**src/rtl/fifo_pkg.sv**
```systemverilog
// Shared constants and pointer-code helpers for the async FIFO pointer controllers.
// Helpers work on 32-bit values; callers zero-extend and truncate to their pointer width.
package fifo_pkg;

  localparam int SIDE_RD = 0;
  localparam int SIDE_WR = 1;

  function automatic logic [31:0] bin2gray(input logic [31:0] b);
    return b ^ (b >> 1);
  endfunction

  // Upper zero bits leave the result of a narrower pointer unaffected.
  function automatic logic [31:0] gray2bin(input logic [31:0] g);
    logic [31:0] b;
    b[31] = g[31];
    for (int i = 30; i >= 0; i--) begin
      b[i] = b[i+1] ^ g[i];
    end
    return b;
  endfunction

endpackage

```
**src/rtl/sync_2ff.sv**
```systemverilog
// Two-flop synchronizer for a Gray-coded bus; latency 2 clk edges, no backpressure.
// No logic sits between the two stages so the first flop has a full cycle to settle.
module sync_2ff #(
  parameter int WIDTH = 5
) (
  input  logic             clk,
  input  logic             rst_n,
  input  logic [WIDTH-1:0] d,
  output logic [WIDTH-1:0] q
);

  logic [WIDTH-1:0] sync1_q;
  logic [WIDTH-1:0] sync2_q;

  always_ff @(posedge clk) begin
    if (!rst_n) begin
      sync1_q <= '0;
      sync2_q <= '0;
    end else begin
      sync1_q <= d;
      sync2_q <= sync1_q;
    end
  end

  assign q = sync2_q;

endmodule

```
**src/rtl/fifo_ptr_ctrl.sv**
```systemverilog
// One-side pointer controller of an async FIFO: binary/Gray pointer, remote pointer sync.
// Optional registered occupancy output when FIFO_PTR_LEVEL_EN is defined.
module fifo_ptr_ctrl
  import fifo_pkg::*;
#(
  parameter int ADDR_WIDTH = 4,
  parameter int SIDE       = SIDE_RD
) (
  input  logic                  clk,
  input  logic                  rst_n,
  input  logic                  inc,
  input  logic                  flag,
  input  logic [ADDR_WIDTH:0]   ptr_rmt_async,
  output logic                  accept,
  output logic [ADDR_WIDTH-1:0] addr,
  output logic [ADDR_WIDTH:0]   ptr_gray,
  output logic [ADDR_WIDTH:0]   ptr_rmt_sync
`ifdef FIFO_PTR_LEVEL_EN
  ,
  output logic [ADDR_WIDTH:0]   level
`endif
);

  localparam int PW = ADDR_WIDTH + 1;

  if (SIDE != SIDE_RD && SIDE != SIDE_WR) begin : g_bad_side
    $error("fifo_ptr_ctrl: SIDE must be SIDE_RD or SIDE_WR");
  end

  logic [PW-1:0] bin_q, bin_d;
  logic [PW-1:0] gray_q, gray_d;

  // Gated by reset so no RAM strobe escapes while the pointer is being cleared.
  assign accept = inc & ~flag & rst_n;

  always_comb begin
    bin_d  = bin_q + {{ADDR_WIDTH{1'b0}}, accept};
    gray_d = PW'(bin2gray(32'(bin_d)));
  end

  // Gray is derived from bin_d, not bin_q, so both registers move on the same edge.
  always_ff @(posedge clk) begin
    if (!rst_n) begin
      bin_q  <= '0;
      gray_q <= '0;
    end else begin
      bin_q  <= bin_d;
      gray_q <= gray_d;
    end
  end

  assign addr     = bin_q[ADDR_WIDTH-1:0];
  assign ptr_gray = gray_q;

  sync_2ff #(
    .WIDTH (PW)
  ) u_sync (
    .clk   (clk),
    .rst_n (rst_n),
    .d     (ptr_rmt_async),
    .q     (ptr_rmt_sync)
  );

`ifdef FIFO_PTR_LEVEL_EN
  logic [PW-1:0] rbin;
  logic [PW-1:0] level_q, level_d;

  always_comb begin
    rbin    = PW'(gray2bin(32'(ptr_rmt_sync)));
    level_d = (SIDE == SIDE_WR) ? (bin_q - rbin) : (rbin - bin_q);
  end

  always_ff @(posedge clk) begin
    if (!rst_n) begin
      level_q <= '0;
    end else begin
      level_q <= level_d;
    end
  end

  assign level = level_q;
`endif

endmodule

```
**config.mk**
```make
export PLATFORM = sky130hd
export DESIGN_NAME = fifo_ptr_ctrl
export DESIGN_NICKNAME = d
export VERILOG_FILES = /design/src/rtl/fifo_pkg.sv /design/src/rtl/sync_2ff.sv /design/src/rtl/fifo_ptr_ctrl.sv
export SDC_FILE = /design/constraint.sdc
export NUM_CORES = 1
export LEC_CHECK = 0
export ABC_AREA = 1
export BUFFER_PORTS_ARGS = -buffer_cell sky130_fd_sc_hd__buf_2
export CAP_MARGIN = 30
export CORE_UTILIZATION = 45
export CTS_CLUSTER_DIAMETER = 150
export DETAILED_ROUTE_END_ITERATION = 7
export PLACE_DENSITY = 0.73
export SLEW_MARGIN = 25
export SYNTH_ARGS = -nofsm -noshare
export SYNTH_HDL_FRONTEND = slang
export SYNTH_HIERARCHICAL = 1
export SYNTH_SLANG_ARGS = --single-unit
```
**constraint.sdc**
```tcl
create_clock -name clk -period 1.39 [get_ports clk]
set_input_delay 0.2085 -clock clk [delete_from_list [all_inputs] [get_ports clk]]
set_output_delay 0.2085 -clock clk [all_outputs]
set_load 0.02 [all_outputs]
```
==> results of run 1 <==
-- metrics by stage --
| step | setup WS [ps] | area (um2) |
|---|---|---|
| after global routing | 3.53 | 840 |
| after global placement | -39.0 | 806 |
| after detailed placement | -173 | 806 |
| after CTS | 46.3 | 833 |
| final | 82.3 | 840 |
| after floorplan | 36.4 | 668 |
-- cells by family (layout without fill, tap and decap cells) --
group | Yosys count | after routing | synth area share
compound gates | 4 | 4 | 0.0341
buf+inv | 19 | 47 | 0.119
simple gates | 34 | 34 | 0.220
fa+ha+maj | 2 | 2 | 0.0379
flops | 19 | 19 | 0.576
xor+xnor | 1 | 1 | 0.0133
-- registers in the layout, indices dropped and copies added, names as in the netlist --
| register | count |
|---|---|
| bin_q | 5 |
| u_sync/q | 5 |
| u_sync/sync1_q | 5 |
| ptr_gray | 4 |
-- worst max-delay path, stage by stage, from the launching register on --
cell and delay (ps):
dfxtp_2 340, ha_2 170, ha_2 200, inv_1 40
nand2_1 50, nand2_1 100, nand2_1 100, nand2_1 60
o21ai_1 90, inv_1 60
-- timing repair --
action | in CTS | in global routing
endpoints found under the setup margin | 1 | 1
hold buffers | 0 | 0
gates resized for setup | 1 | 3
endpoints found under the hold margin | 0 | 0
-- routing by layer --
layer  vias up  GRT usage
met5         -          0
met1       229      0.160
met4         0     0.0750
met3         2     0.0500
met2        14      0.234
li1        287          -
-- power by group through the flow --
stage	Sequential [W]	Clock, W	Combinational (W)
after CTS	0.000568	0.000281	0.0000767
after floorplan	0.000594	0	0.0000323
after global routing	0.000570	0.000303	0.0000844
final	0.000568	0.000269	0.0000764
after detailed placement	0.000580	0	0.0000756
after global placement	0.000580	0	0.0000740
-- area by class of cell --
class / instances / area share
flip-flops and latches: 19 / 0.455
multi-input cells: 41 / 0.255
repair buffers: 25 / 0.155
inverters: 18 / 0.0805
clock buffers: 3 / 0.0268
well taps: 15 / 0.0224
clock inverters: 1 / 0.00596
-- final timing paths --
| check | cells past startpoint | start | end | slack [ps] |
|---|---|---|---|---|
| worst min-delay path | 3 | ptr_rmt_async[3] | u_sync/sync1_q[3] | 90 |
| worst min register to register | 2 | u_sync/sync1_q[1] | u_sync/q[1] | 420 |
| worst max-delay path | 9 | bin_q[0] | ptr_gray[2] | 80 |
| worst max register to register | 9 | bin_q[0] | ptr_gray[2] | 80 |
-- synthesized netlist by cell type (all sizes together) --
cell and instances:
nor2 5, o21a 1, o21ai 1, buf 1
nand2 25, inv 18, dfxtp 19, nand3 2
a21oi 2, xnor2 1, nand4 2, ha 2
-- placed cells by master (no fill, tap or decap) --
| cell type | count |
|---|---|
| dfxtp_1 | 18 |
| nand3_1 | 2 |
| xnor2_1 | 1 |
| nor2_4 | 2 |
| nand2_2 | 1 |
| buf_2 | 23 |
| o21ai_1 | 1 |
| ha_2 | 2 |
| o21a_1 | 1 |
| clkbuf_4 | 3 |
| inv_1 | 18 |
| a21oi_1 | 2 |
| nand4_1 | 2 |
| dfxtp_2 | 1 |
| nor2_1 | 3 |
| buf_4 | 2 |
| nand2_1 | 24 |
| clkinv_2 | 1 |
==> metrics.yaml, run 1 <==
grt-ovfl-total: 0
instances_no_fill: 122
synthDominantAreaCellType: "dfxtp_1"
final-hold-violation-count: 0
design.die.area_um2: 1630
core.rowCount: 13
rsz0062_at_grt: "no"
clock_power_share: 0.295
swShare: 0.233
power_report.internal_total_w: 0.000701
area.growth.synth_to_final_pct: 27.1
seqPwrFrac: 0.622
postCtsSetupBuffers: 0
detailroute.wirelength.met3_um: 48
total_core_area_um2: 1330
drv.max_cap_violation_count: 0
grt.total_usage: 0.142
layout.core_utilization: 0.629
seq_area_frac_synth: 0.576
drc: 0
post_synth_main_area_contributors: "dfxtp_1 (58%), nand2_1 (14%), inv_1 (10%), ha_1 (3.8%), nor2_1 (2.3%)"
placedCellCount: 118
netlist_instances: 79
comb_power_share: 0.084
worstSetupPathType: "register to register"
hold_path_class: "primary input to register"
hpwl_um: 820
drt.antenna.violating_nets: 0
post_drt_wl_per_cell_um: 9.05
power.total_w: 0.000913
synth-warning-count: 6
status: "complete, no violations"
count_of_different_cell_masters_after_synthesis: 14
die_boundary_width_um: 40.3
relSlewSlack: 0.857
dr_wl_met2_um: 588
total_leakage_power_nw: 0.502
maximum_number_of_pins_on_one_net_before_global_route_repair: 16
clock_tree.htree_level_count: 1
antennaDiodeCount: 0
postSynthAreaPerCell_um2: 8.36
setup_total_negative_slack_ps: 0
timing_max_transition_violations_final: 0
cts_tree: "yes"
fin_nets: 119
clockRootBuffer: "clkbuf_4"
drive_gt1_frac: 0.327
final.setup_skew_ps: 1.75
place.port_buffers: 23
fill_cells: 129
crit_fanout: 4
cts_buffer_depth: 2
critical_path.endpoint_type: "register"
powerDensity_nw_per_um2: 1090
die_h_um: 40.3
power.switching_w: 0.000213
synth.top_cell.area_share: 0.576
detailedRoute.firstIterationViolations: 9
clk_latency_ps: 290
ys_ff_latch: 19
clock_pin_slew_of_the_registers_on_the_worst_case_setup_and_hold_paths_ps: 100
power.ir.vdd_worst_uv: 816
mappedNetlistArea_um2: 661
timing.hold.ws_ps: 89.8
area.sequential_um2: 382
detailedRoute.firstPassIterationCount: 3
maxUsedRoutingLayer: "met4"
postRouteWirelength_um: 1100
period_utilization: 0.941
clock-sinks: 19
period_needed_ps: 1310
category_of_the_worst_setup_path_launch_point: "register"
floorplan.initialDensity: 0.495
wl_met1_um: 461
wire_length_of_the_first_global_routing_pass_um: 1440
cp_data_arrival_time_ps: 1500
fmax_mhz: 765
route.vias.total: 532
max_slew.worst_pin.slew_ps: 214
finalSetupViolCount: 0
gpl_congestion: 0.692
via_count_of_the_first_global_routing_pass: 362
boundaryPins: 24
multi_input_gate_area_um2: 214
tritoncts.num_buffers: 3
syn_nets: 90
crit_required_ps: 1580
antenna_violations_before_repair: 0
avgViaCountPerCell: 4.36
Note: power is estimated with default switching activity, not from simulation.
==> run 2, diff against run 1 <==
Settings changed: HOLD_SLACK_MARGIN from default to 0.08, SKIP_LAST_GASP from default to 1.
Clock period 1.39 ns to 1.25 ns, I/O delays scaled along.
==> run 2 against run 1 <==
  * Sequential power increased by 11%
  * Register-to-register slack worse by 20 ps
  * Via count increased by 5.8%
  * Clock skew rose by 4.6 ps
  * Wire length is 13% higher
  * Final area grew 8.8%
  * Global-route usage up 3.7 points
  * Final cell count increased by 3.3%
  * Setup slack got worse by 23 ps
  * First-iteration DRC count down 89%
  * Highest routed layer unchanged
==> metrics.yaml, run 2 (synthesis gave the netlist of run 1 again) <==
status: "complete, no violations"
fin_nets: 123  # +3.4%
clockRootBuffer: "clkbuf_4"
setup_total_negative_slack_ps: 0  # unchanged
detailedRoute.firstIterationViolations: 1  # -8
total_core_area_um2: 1330  # unchanged
area.growth.synth_to_final_pct: 38.3
grt.met3_usage: 0.0333  # -0.0167
power.ir.vdd_worst_uv: 822  # +0.74%
maximum_number_of_pins_on_one_net_before_global_route_repair: 16  # unchanged
boundaryPins: 24  # unchanged
clock-sinks: 19  # unchanged
final.setup_skew_ps: 6.35  # +4.60 ps
seqPwrFrac: 0.606  # -0.016
critical_path.endpoint_type: "register"
gpl_congestion: 0.685  # -0.97%
antenna_violations_before_repair: 0  # unchanged
clock_pin_slew_of_the_registers_on_the_worst_case_setup_and_hold_paths_ps: 110  # about the same
drc: 0  # unchanged
swShare: 0.242  # +0.00959
critical_path.slowest_cell: "dfxtp_2"
detailedRoute.firstPassIterationCount: 2  # -1
cts_tree: "yes"
worstSetupPathType: "register to register"
rsz0062_at_grt: "no"
placed_area_um2: 830  # +3.0%
finalSetupViolCount: 0  # unchanged
power_report.internal_total_w: 0.000792  # +13%
max_slew.worst_pin.slew_ps: 227  # +12.6 ps
comb_power_share: 0.098  # +0.014
design.die.area_um2: 1630  # unchanged
post_drt_wl_per_cell_um: 9.90  # +9.5%
period_needed_ps: 1190  # -117 ps
grt.total_usage: 0.179  # +0.0374
via_count_of_the_first_global_routing_pass: 456  # +26%
fill_cells: 103  # -20%
clock_tree.htree_level_count: 1  # unchanged
hold_path_class: "primary input to register"
gr-max-usage-layer: "met2"
timing.critical_path.mode_cell: "ha_4"
area.sequential_um2: 382  # unchanged
drt.antenna.violating_nets: 0  # unchanged
floorplan.initialDensity: 0.495  # unchanged
total_leakage_power_nw: 0.519  # +3.4%
final_common_cell: "buf_2"
critical_path_buf_inv_count: 1  # -1
clock_power_share: 0.297  # +0.002
avgViaCountPerCell: 4.47  # +2.5%
placedCellCount: 117  # -0.85%
timing_max_transition_violations_final: 0  # unchanged
core.rowCount: 13  # unchanged
cp_data_arrival_time_ps: 1380  # -120 ps
relSlewSlack: 0.849  # -0.00842
postRouteWirelength_um: 1250  # +13%
layout.cell_area.non_filler_um2: 913  # +8.8%
grt.met1_usage: 0.209  # +0.0493
crit_path_max_incr_delay_ps: 350  # about the same
cts_buffer_depth: 2  # unchanged
multi_input_gate_area_um2: 245  # +15%
instances_no_fill: 126  # +3.3%
antennaDiodeCount: 0  # unchanged
final-hold-violation-count: 0  # unchanged
drive_gt1_frac: 0.342  # +0.0152
crit_chain: "ha_4 > ha_4 > inv_1 > nand2_1 > nand2_2 > nor2_4 > o21a_1"
power.switching_w: 0.000253  # +19%
die_h_um: 40.3  # unchanged
fmax_mhz: 840  # +9.8%
category_of_the_worst_setup_path_launch_point: "register"
timing.critical_path.max_delay_family: "flip-flops"
place.port_buffers: 23  # unchanged
powerDensity_nw_per_um2: 1140  # +5.2%
hpwl_um: 837  # +2.0%
crit_required_ps: 1440  # -140 ps
clk_latency_ps: 290  # about the same
commonest_non_fill_non_tap_cells_in_the_layout: "buf_2 (23), nand2_1 (21), inv_1 (18), dfxtp_1 (18), dlygate4sd3_1 (5)"
period_utilization: 0.953  # +0.0119
tritoncts.num_buffers: 3  # unchanged
groute.layer.met2.usage: 0.306  # +0.0726
grt-ovfl-total: 0  # unchanged
die_boundary_width_um: 40.3  # unchanged
wire_length_of_the_first_global_routing_pass_um: 1840  # +28%
route.vias.total: 563  # +5.8%
power.total_w: 0.00105  # +14%
crit_fanout: 4  # unchanged
drv.max_cap_violation_count: 0  # unchanged
-- run 2: power groups by stage --
stage	sequential [W]	combinational [W]	clock, W
floorplan	0.000662	0.0000396	0
global placement	0.000646	0.0000868	0
detailed placement	0.000647	0.0000890	0
CTS	0.000634	0.000101	0.000315
finish	0.000633	0.000102	0.000310
global route	0.000636	0.000115	0.000331
-- run 2: area by class of cell --
cell class | count | area share
Clock buffer | 3 | 0.0247
Clock inverter | 1 | 0.00548
Inverter | 18 | 0.0740
Multi-Input combinational cell | 41 | 0.268
Sequential cell | 19 | 0.418
Tap cell | 15 | 0.0205
Timing Repair Buffer | 29 | 0.189
-- run 2: layer usage --
metal,up-vias,wire length [um]
li1,298,-
met1,252,549
met2,11,655
met3,2,31
met4,0,12
met5,-,0
-- run 2: through the flow --
| step | util | setup slack, ps | hold WS (ps) |
|---|---|---|---|
| final | 0.685 | 59.2 | 325 |
| after global routing | 0.685 | 6.77 | 327 |
| after CTS | 0.680 | 37.2 | 305 |
| after detailed placement | 0.622 | -98.3 | 372 |
| after global placement | 0.622 | -14.1 | 367 |
| after floorplan | - | 18.0 | 281 |
-- run 2: worst paths after layout --
check	from	cells past startpoint	to	slack (ps)
max	bin_q[0]	7	ptr_gray[1]	60
max reg2reg	bin_q[0]	7	ptr_gray[1]	60
min reg2reg	u_sync/sync1_q[3]	2	u_sync/q[3]	430
min	rst_n	4	u_sync/q[3]	320
-- run 2: worst min-delay path: cells and delay by family --
family / cells / cell delay, ps
buffers and inverters: 3 / 340
and+or+nand+nor: 1 / 70
-- run 2: repair_timing --
item | in CTS | in global routing
hold buffers | 5 | 0
hold endpoints to repair | 5 | 0
gates resized for setup | 1 | 2
endpoints found under the setup margin | 1 | 1
setup buffers | 0 | 0
==> run 3, diff against run 2 <==
Settings changed: BUFFER_PORTS_ARGS -buffer_cell sky130_fd_sc_hd__buf_2 to default, CORE_AREA from default to 2 2 39 41, CORE_UTILIZATION 45 to default, DIE_AREA from default to 0 0 41 43, DONT_BUFFER_PORTS from default to 1, PLACE_DENSITY 0.73 to 0.64.
==> run 3 against run 2 <==
  * Final area shrank 6.8%
  * Power fell by 2.9%
  * Final cell count is 12% lower
  * Die area increased by 8.5%
  * Setup slack got worse by 44 ps
  * Clock-buffer cell count did not move
  * Sequential share of layout area increased by 3.1 points
  * Combinational power shrank 32%
  * Non-clock buffer count fell by 16
  * Sequential power increased by 2%
  * Critical path type is now primary input to register
  * Largest cell class unchanged
==> metrics.yaml, run 3 (synthesis gave the netlist of run 1 again) <==
powerDensity_nw_per_um2: 1190  # +4.2%
cts_tree: "yes"
timing_max_transition_violations_final: 0  # unchanged
via_count_of_the_first_global_routing_pass: 397  # -13%
core.rowCount: 14  # +1
crit_required_ps: 1450  # about the same
final.setup_skew_ps: 1.29  # -5.06 ps
antenna_violations_before_repair: 0  # unchanged
route.vias.total: 502  # -11%
gpl_congestion: 0.666  # -2.8%
post_drt_wl_per_cell_um: 10.5  # +6.0%
layout.core_utilization: 0.615  # -0.0700
period_utilization: 0.988  # +0.0355
clock_pin_slew_of_the_registers_on_the_worst_case_setup_and_hold_paths_ps: 100  # about the same
cp_data_arrival_time_ps: 1430  # +50 ps
postRouteWirelength_um: 1170  # -6.7%
final_common_cell: "nand2_1"
die_boundary_width_um: 41  # +1.7%
boundaryPins: 24  # unchanged
hold_path_class: "primary input to register"
crit_fanout: 1  # -3
worstSetupPathType: "primary input to register"
drive_gt1_frac: 0.189  # -0.153
setup_total_negative_slack_ps: 0  # unchanged
drt.antenna.violating_nets: 0  # unchanged
cts_buffer_depth: 2  # unchanged
fmax_mhz: 810  # -3.6%
antennaDiodeCount: 0  # unchanged
rsz0062_at_grt: "no"
design.die.area_um2: 1760  # +8.5%
drv.max_cap_violation_count: 0  # unchanged
tritoncts.num_buffers: 3  # unchanged
relSlewSlack: 0.735  # -0.114
total_core_area_um2: 1380  # +3.8%
final-hold-violation-count: 0  # unchanged
grt-ovfl-total: 0  # unchanged
commonest_non_fill_non_tap_cells_in_the_layout: "nand2_1 (22), inv_1 (18), dfxtp_1 (18)"
drc: 0  # unchanged
critical_path.endpoint_type: "register"
status: "complete, no violations"
clk_latency_ps: 290  # about the same
detailedRoute.firstPassIterationCount: 4  # +2
placedCellCount: 100  # -15%
placed_area_um2: 753  # -9.2%
die_h_um: 43  # +6.7%
power.ir.vdd_worst_uv: 825  # +0.43%
avgViaCountPerCell: 4.52  # +1.2%
period_needed_ps: 1240  # +44.4 ps
layout.cell_area.non_filler_um2: 851  # -6.8%
area.growth.synth_to_final_pct: 28.8
clock-sinks: 19  # unchanged
total_leakage_power_nw: 0.441  # -15%
max_slew.worst_pin.slew_ps: 396  # +170 ps
finalSetupViolCount: 0  # unchanged
clock_tree.htree_level_count: 1  # unchanged
detailedRoute.firstIterationViolations: 14  # +13
floorplan.initialDensity: 0.477  # -0.0179
clockRootBuffer: "clkbuf_4"
category_of_the_worst_setup_path_launch_point: "primary input"
hpwl_um: 758  # -9.4%
fin_nets: 107  # -13%
maximum_number_of_pins_on_one_net_before_global_route_repair: 13  # -3
reg2reg_slack_ps: 60  # about the same
grt.total_usage: 0.147  # -0.0319
place.port_buffers: 0  # -100%
wire_length_of_the_first_global_routing_pass_um: 1730  # -6.0%
instances_no_fill: 111  # -12%
[run 3: cell count changes in the layout (fill, tap and decap cells not counted)]
cell | before | now
buf_4 | 1 | 6
buf_2 | 23 | 0
nand2_1 | 21 | 22
o21ai_1 | 0 | 1
o21ai_2 | 1 | 0
dlygate4sd3_1 | 5 | 7
nand2_2 | 4 | 3
[run 3: per-stage QoR]
stage / total power [W] / hold WS (ps) / setup WS (ps)
6_report: 0.00102 / 126 / 14.8
4_1_cts: 0.00103 / 114 / 45.9
5_1_grt: 0.00106 / 131 / 3.72
3_3_place_gp: 0.000706 / 283 / 80.3
2_1_floorplan: 0.000702 / 281 / 18.0
3_5_place_dp: 0.000708 / 285 / 7.82
[run 3: worst paths after layout]
path | start | end | cells past startpoint
max | ptr_rmt_async[3] | u_sync/sync1_q[3] | 4
min | rst_n | ptr_gray[0] | 2
max reg2reg | bin_q[0] | ptr_gray[2] | 8
min reg2reg | u_sync/sync1_q[3] | u_sync/q[3] | 2
[run 3: what timing repair did]
item                                   CTS  global route
hold buffers                             7             0
pin swaps                                0             1
gates resized for setup                  1             0
endpoints found under the hold margin   13             0
setup endpoints to repair                1             1
buffers inserted                         0             0
[run 3: critical path: stages]
cell and delay [ps]:
dlygate4sd3_1 540, nand2_1 90, dlygate4sd3_1 570, inv_1 50
[run 3: area by class of cell]
type / instances / area [um2]
Fill cell: 121 / 533
Sequential cell: 19 / 382
Multi-Input combinational cell: 41 / 239
Timing Repair Buffer: 13 / 115
Inverter: 18 / 67.6
Clock buffer: 3 / 22.5
Tap cell: 16 / 20.0
Clock inverter: 1 / 5.00
[run 3: report_power, final]
part | total [W] | switching [W] | internal [W] | leakage, nW
combinational | 0.0000697 | 0.0000335 | 0.0000362 | 0.267
clock | 0.000299 | 0.000180 | 0.000119 | 0.0177
sequential | 0.000647 | 0.0000201 | 0.000626 | 0.156
[run 3: layer usage]
layer | vias to the layer above | wire length (um) | share of wire | global-route usage
met5 | - | 0 | 0 | 0
met4 | 0 | 0 | 0 | 0.0600
met3 | 0 | 52 | 0.045 | 0.0471
met2 | 12 | 606 | 0.52 | 0.231
met1 | 224 | 506 | 0.43 | 0.177
li1 | 266 | - | - | -
